<file path="src/rtl/ahb_reg_bank.sv">
// ahb_reg_bank: AHB-lite slave register bank, wait states, sub-word writes, hardware write port.
// Define AHB_REGBANK_ERR_EN to answer bad transfers with a two-cycle ERROR response.
module ahb_reg_bank #(
    parameter int N_REGS      = 16,
    parameter int WAIT_STATES = 0,
    parameter int HADDR_WIDTH = 32,
    parameter int HDATA_WIDTH = 32
) (
    input  logic                   clk_i,
    input  logic                   rst_i,
    input  logic                   hsel_i,
    input  logic                   hreadyi_i,
    input  logic [HADDR_WIDTH-1:0] haddr_i,
    input  logic                   hwrite_i,
    input  logic [1:0]             htrans_i,
    input  logic [2:0]             hsize_i,
    input  logic [HDATA_WIDTH-1:0] hwdata_i,
    output logic                   hreadyo_o,
    output logic [1:0]             hresp_o,
    output logic [HDATA_WIDTH-1:0] hrdata_o,
    input  logic [N_REGS-1:0]      hw_we_i,
    input  logic [N_REGS*32-1:0]   hw_wdata_i,
    output logic [N_REGS*32-1:0]   regs_o,
    output logic [N_REGS-1:0]      wr_pulse_o
);

    localparam int IDX_W = $clog2(N_REGS);
    localparam logic [1:0] OKAY  = 2'b00;
    localparam logic [1:0] ERROR = 2'b01;

    typedef enum logic [2:0] {
        S_IDLE,
        S_WAIT,
`ifdef AHB_REGBANK_ERR_EN
        S_ERR1,
        S_ERR2,
`endif
        S_DATA
    } state_t;

    state_t           state;
    logic [2:0]       cnt;
    logic [IDX_W-1:0] idx_q;
    logic             write_q;
    logic [3:0]       be_q;
    logic             bad_q;
    logic [31:0]      regs     [N_REGS];
    logic [31:0]      reg_next [N_REGS];

    logic                   can_accept;
    logic                   accept;
    logic [HADDR_WIDTH-3:0] word_addr;
    logic [IDX_W-1:0]       new_idx;
    logic [3:0]             new_be;
    logic                   new_bad;
    logic                   bus_we;
    logic [IDX_W-1:0]       rd_idx;
    logic                   rd_bad;
    logic [31:0]            rd_val;
    logic                   unused_trans;

    assign unused_trans = htrans_i[0];

`ifdef AHB_REGBANK_ERR_EN
    assign can_accept = (state == S_IDLE) || (state == S_DATA)
                     || (state == S_ERR2);
`else
    assign can_accept = (state == S_IDLE) || (state == S_DATA);
`endif

    assign accept    = can_accept & hsel_i & hreadyi_i & htrans_i[1];
    assign word_addr = haddr_i[HADDR_WIDTH-1:2];
    assign new_idx   = haddr_i[IDX_W+1:2];

    always_comb begin
        new_be = 4'b1111;
        if (hsize_i == 3'd0)
            new_be = 4'b0001 << haddr_i[1:0];
        else if (hsize_i == 3'd1)
            new_be = haddr_i[1] ? 4'b1100 : 4'b0011;
    end

    assign new_bad = (word_addr >= (HADDR_WIDTH-2)'(N_REGS))
                  || (hsize_i > 3'd2)
                  || (hsize_i == 3'd1 && haddr_i[0])
                  || (hsize_i == 3'd2 && haddr_i[1:0] != 2'b00);

    assign bus_we = (state == S_DATA) && write_q && !bad_q;

    // hardware data is the base; bus-written bytes override it
    always_comb begin
        for (int k = 0; k < N_REGS; k++) begin
            reg_next[k] = hw_we_i[k] ? hw_wdata_i[32*k +: 32] : regs[k];
            if (bus_we && idx_q == IDX_W'(k)) begin
                for (int b = 0; b < 4; b++) begin
                    if (be_q[b])
                        reg_next[k][8*b +: 8] = hwdata_i[8*b +: 8];
                end
            end
        end
    end

    // read data is taken from the post-write view so back-to-back RAW sees new data
    assign rd_idx = (state == S_WAIT) ? idx_q : new_idx;
    assign rd_bad = (state == S_WAIT) ? bad_q : new_bad;
    assign rd_val = rd_bad ? 32'd0 : reg_next[rd_idx];

    always_ff @(posedge clk_i or posedge rst_i) begin
        if (rst_i) begin
            state      <= S_IDLE;
            cnt        <= '0;
            idx_q      <= '0;
            write_q    <= 1'b0;
            be_q       <= '0;
            bad_q      <= 1'b0;
            hreadyo_o  <= 1'b1;
            hresp_o    <= OKAY;
            hrdata_o   <= '0;
            wr_pulse_o <= '0;
            for (int k = 0; k < N_REGS; k++)
                regs[k] <= '0;
        end else begin
            for (int k = 0; k < N_REGS; k++)
                regs[k] <= reg_next[k];
            wr_pulse_o <= '0;
            if (bus_we)
                wr_pulse_o[idx_q] <= 1'b1;

            unique case (state)
                S_WAIT: begin
                    if (cnt == 3'd0) begin
                        state     <= S_DATA;
                        hreadyo_o <= 1'b1;
                        if (!write_q)
                            hrdata_o <= rd_val;
                    end else begin
                        cnt <= cnt - 3'd1;
                    end
                end
`ifdef AHB_REGBANK_ERR_EN
                S_ERR1: begin
                    state     <= S_ERR2;
                    hreadyo_o <= 1'b1;
                    hresp_o   <= ERROR;
                end
`endif
                default: begin
                    state     <= S_IDLE;
                    hreadyo_o <= 1'b1;
                    hresp_o   <= OKAY;
                    if (accept) begin
                        idx_q   <= new_idx;
                        write_q <= hwrite_i;
                        be_q    <= new_be;
                        bad_q   <= new_bad;
`ifdef AHB_REGBANK_ERR_EN
                        if (new_bad) begin
                            state     <= S_ERR1;
                            hreadyo_o <= 1'b0;
                            hresp_o   <= ERROR;
                        end else
`endif
                        if (WAIT_STATES > 0) begin
                            state     <= S_WAIT;
                            cnt       <= 3'(WAIT_STATES - 1);
                            hreadyo_o <= 1'b0;
                        end else begin
                            state <= S_DATA;
                            if (!hwrite_i)
                                hrdata_o <= rd_val;
                        end
                    end
                end
            endcase
        end
    end

    for (genvar k = 0; k < N_REGS; k++) begin : g_pack
        assign regs_o[32*k +: 32] = regs[k];
    end

endmodule

</file>
<file path="config.mk">
export PLATFORM = sky130hd
export DESIGN_NAME = ahb_reg_bank
export DESIGN_NICKNAME = d
export VERILOG_FILES = /design/src/rtl/ahb_reg_bank.sv
export SDC_FILE = /design/constraint.sdc
export NUM_CORES = 2
export LEC_CHECK = 0
export ABC_AREA = 1
export CORE_AREA = 2 2 454 456
export DETAILED_ROUTE_END_ITERATION = 10
export DIE_AREA = 0 0 456 458
export GPL_ROUTABILITY_DRIVEN = 0
export GPL_TIMING_DRIVEN = 0
export PLACE_DENSITY_LB_ADDON = 0.05
export SLEW_MARGIN = 20
export SYNTH_ARGS = -nofsm -noshare
export SYNTH_HDL_FRONTEND = slang
export SYNTH_SLANG_ARGS = --single-unit
</file>
<file path="constraint.sdc">
create_clock -name clk_i -period 32.8 [get_ports clk_i]
set_clock_uncertainty 0.2 [all_clocks]
set_input_delay 6.56 -clock clk_i [delete_from_list [all_inputs] [get_ports clk_i]]
set_output_delay 6.56 -clock clk_i [all_outputs]
set_load 0.05 [all_outputs]
</file>
== Yosys cells after proc, flatten, opt, wreduce, memory -nomap -nowiden ==
Cells that the tools add are included.
Cells by class
  order comparisons: 5
  multiplexer cells: 118
  eq/ne operators: 22
  reductions and logical operators: 35
  add/subtract/negate cells: 1
  shift operators: 1
  bitwise logic cells: 6
Operators by type and width (count)
  $mux W32: 40
  $mux W8: 64
  $bmux W32 S4: 1
  $eq A4 B4 Y1 const B: 8
  $ge A30 B5 Y1 const B: 1
  $logic_and A1 B1 Y1: 21
  $eq A4 B3 Y1 const B: 4
  $mux W16: 1
  $mux W4: 4
  $logic_not A3 Y1: 3
  $eq A4 B2 Y1 const B: 2
  $eq A3 B1 Y1 const B: 2
  $eq A3 B2 Y1 const B: 2
  $mux W3: 2
  $ge A5 B5 Y1 const B: 1
  $lt A4 B5 Y1 const B: 1
  $not A4 Y5: 1
  $demux W1 S4: 1
  $eq A4 B1 Y1 const B: 1
  $ge A4 B1 Y1 const B: 1
  $logic_not A4 Y1: 1
  $logic_or A1 B1 Y1: 4
  $mux W1: 4
  $ne A2 B1 Y1 const B: 2
  other kinds (11): 16
Word-level totals
  output and inout bits: 563
  input port bits: 602
  register bits: 577
  logic and storage cells: 213

== Logic depth before layout (Yosys ltp) ==
  depth after elaboration: 12
  mapped depth: 16
  gate-level depth less buffers: 13

== Least setup slack after synthesis ==
Ideal clock, no wire load.
  path kind: input port to flip-flop
  start point: in hw_we_i[0]
  end point: reg hrdata_o[13]
  path buffers: 2
  data arrival time: 7.878 ns
  path slack: 24.604 ns
  library setup time: 0.118 ns
  stages: 10
  required time: 32.482 ns
  cells stage by stage: clkbuf_1 > clkbuf_1 > mux2i_1 > nand2_1 > a21oi_1 > nor2_1 > nand2_1 > nand3_1 > nand3_1 > nand2_1
Between the ends
  longest elaborated chain between the ends: 10
  elaborated cells on any way between the ends: 12
  classes of those cells: mux: 12
Ends and longest elaborated chain
  start, declared: line 21  | input logic [N_REGS-1:0] hw_we_i,
  $mux W32 *: line 93  | reg_next[k] = hw_we_i[k] ? hw_wdata_i[32*k +: 32] : regs[k];
  $mux W8: line 96  | if (be_q[b])
  $mux W32 *: line 94  | if (bus_we && idx_q == IDX_W'(k)) begin
  $bmux W32 S4 *: line 106  | assign rd_val = rd_bad ? 32'd0 : reg_next[rd_idx];
  $mux W32 (not written as such) * (2 in series): line 106
  $mux W32 *: line 106
  $mux W32 (on tied branches): line 169, 134
  $mux W32 (on tied branches): line 151, 131
  $mux W32 *: line 129  | unique case (state)
  end signal, assigned: line 135  | hrdata_o <= rd_val;
  end signal, assigned: line 170  | hrdata_o <= rd_val;
  end, declared: line 20  | output logic [HDATA_WIDTH-1:0] hrdata_o,
Every way passes the cells marked *; elsewhere a longest branch is shown, timed or not. The select of a mux whose other input is x is not followed.
A chain may end at the register's enable or synchronous reset.

== Worst setup path in the final report ==
  start point: in hwdata_i[14]
  end point: reg hrdata_o[14]
Between the ends
  longest elaborated chain between the ends: 9
  elaborated cells on any way between the ends: 41
  classes of those cells: mux: 41
Ends and longest elaborated chain
  start, declared: line 17  | input logic [HDATA_WIDTH-1:0] hwdata_i,
  $mux W8: line 96
  $mux W32: line 94
  $bmux W32 S4 *: line 106
  $mux W32 (not written as such) * (2 in series): line 106
  $mux W32 *: line 106
  $mux W32 (on tied branches): line 169, 134
  $mux W32 (on tied branches): line 151, 131
  $mux W32 *: line 129
Marked as above.

==> results.cfg <==
[placed_design]
portBuffers = 1146
placed_cells = 10230
hpwl_um = 289700
dpl_worst_slack_ns = 22.19

[sta]
timing.final.ws_setup_ns = 22.73
final-hold-violation-count = 0
min_period_over_period_pct = 30.70
fin_crit_ns = 10.07
report.final.slew_viol_count = 0
rsz0062_at_grt = no
tightest_slew_ns = 1.219
relSlewSlack_pct = 18.76
finalSetupViolations = 0
timing.fmax_ghz = 0.09930

[floorplanning]
fp.coreArea_um2 = 203800
io_pins = 1165
rows = 166
die_x_um = 456
initial_core_util_pct = 19.27
die_y_um = 458
dieArea_um2 = 208800

[synth]
yosysWarnings = 0
synth_compound_area_share_pct = 3.098
ys_seq_elements = 571
syn_avg_cell_area_um2 = 6.162
yosysTopAreaCellShare_pct = 36.40
synth_fa_ha_area_share_pct = 0
ys_types = 32
synthMuxAreaShare_pct = 0.7905
synth-xor-area-share_pct = 0
synthFlopType = dfrtp_1
syn_area_um2 = 39260
yosys.area.top_type = dfrtp_1
yosys.cell_count.top_type = nand2_1
synth-edff-count = 0
yosysSeqAreaShare_pct = 36.40
synthArstFlopShare_pct = 100.0
synth_area_leaders = dfrtp_1, nand2_1, nand3_1
synth_top_family_by_area = simple AND/OR/NAND/NOR gates
synth_common_cells = nand2_1, nand3_1, dfrtp_1, inv_1, and2_1
synthSimpleGateAreaFrac_pct = 51.42
synth_cells = 6371

[grt]
grt_max_degree = 85
antenna_found_initial = 47
grt_pass1_wl_um = 455400
grt_usage_pct = 32.70
gr-total-overflow = 0
first_global_vias = 47760

[detailed_routing]
wire_per_inst_um = 33.96
drt-initial-drc-count = 5055
routed_wl_um = 352900
drc_errors = 0
firstDrtPassIters = 6
vias = 49510
antenna_left = 0
vias_per_cell = 4.764

[flow_run]
cap_violations = 0

[critical_path]
reg2reg_to = hrdata_o[23]
arrival_ns = 10.47
start_kind = input port
r2r_slack_ns = 27.98
critPathCapture = hrdata_o[14]
crit_type = in2reg
crit_required_ns = 33.20
ff2ff_path_depth = 13
cp_max_fo = 10
reg2reg_from = be_q[2]
critPathLaunch = hwdata_i[14]
critical_path.endpoint_type = flip-flop

[worst_hold_path]
hold_path.class = reg2reg
hold_path_depth = 2

[finish]
final_core_util_pct = 28.26
final_cells = 10390
layout.nets = 8234
synthToLayoutAreaGrowth_pct = 46.67
layout-drive-gt1-share_pct = 4.668

[outcome]
status = finished clean

[clocking]
root_buffer = clkbuf_16
cts_buffers = 85
tritoncts = yes
cts_resized = 0
cts_hold_buffers = 0
path_clk_slew_ns = 0.06
postCtsSetupBuffers = 0
h-tree-depth = 3
clock_path_buffers = 3
clk_latency_ns = 0.73
cts.sink_count = 571

[pwr]
ir_worst_vdd_v = 0.00003909
powerDensity_nw_per_um2 = 49.46
p_leak_nw = 28.02
[critical path, stage by stage]
cell and delay (ns):
clkdlybuf4s50_1 0.55, nor2_1 0.86, inv_1 0.41, clkbuf_4 0.57, nand2_1 0.18, nand2_1 0.08, nand3_1 0.14, nand3_1 0.32
nand2_1 0.18, nand3_1 0.32, nand3_1 0.17, nand2_1 0.07
[state kept, by name (all words and copies together), names as in the netlist]
name,flops
wr_pulse_o,16
hrdata_o,32
state,1
regs_o,512
write_q,1
be_q,4
bad_q,1
idx_q,4
[through the flow]
| step | TNS, ns | hold WS, ns | cell area, um^2 | power [mW] |
|---|---|---|---|---|
| after floorplan | 0 | 0.3052 | 39260 | 1.331 |
| after global placement | -1458.02 | 0.2648 | 54090 | 1.884 |
| after detailed placement | 0 | 0.2678 | 54870 | 1.897 |
| after CTS | 0 | 0.2844 | 57540 | 2.860 |
| after global routing | 0 | 0.2909 | 57550 | 2.932 |
| final | 0 | 0.2778 | 57570 | 2.848 |
[placed cells by master (no fill, tap or decap), types with 23 or more instances in the layout]
master           count
a21oi_1             84
and2_1             396
nand3_1           1031
o21ai_0            102
nor2_1             228
buf_2               91
o21bai_1            24
inv_2               30
nand2_1           2994
inv_1              413
clkdlybuf4s50_1   1146
clkbuf_2            34
mux2i_1             31
clkbuf_1           241
dfrtp_1            571
buf_1               23
clkbuf_16           87
[per-layer routing]
metal	vias to the layer above	global-route usage, %	wire [um]
met2	2299	54.56	165500
met1	24330	41.13	146700
met4	8	16.31	20170
li1	22430	-	-
met3	450	4.667	20550
met5	-	0	53
[worst min path at each step]
| stage | startpoint | to |
|---|---|---|
| finish | hrdata_o[7] | hrdata_o[7] |
| global route | hrdata_o[13] | hrdata_o[13] |
| CTS | hrdata_o[13] | hrdata_o[13] |
| detailed placement | hrdata_o[10] | hrdata_o[10] |
| global placement | hrdata_o[31] | hrdata_o[31] |
| floorplan | write_q | write_q |
[final cells by class]
| cell class | instances | area (um^2) |
|---|---|---|
| Antenna cell | 15 | 37.54 |
| Buffer | 379 | 1632 |
| Clock buffer | 127 | 2497 |
| Clock inverter | 18 | 168.9 |
| Fill cell | 22700 | 146200 |
| Inverter | 449 | 1693 |
| Multi-Input combinational cell | 4973 | 21730 |
| Sequential cell | 571 | 14290 |
| Tap cell | 2688 | 3363 |
| Timing Repair Buffer | 1173 | 12160 |
[power breakdown]
group | internal, mW | switching [mW] | total [mW]
clock network | 0.544 | 0.408 | 0.953
logic | 0.308 | 0.764 | 1.07
registers | 0.765 | 0.0581 | 0.823
[logic make-up (layout without fill, tap and decap cells)]
logic type	Yosys count	in the layout
mux	31	31
compound gates	224	224
flops	571	571
other cells	2	18
buf+inv	828	2146
simple gates	4715	4715
Power figures use the tool's default switching activity.
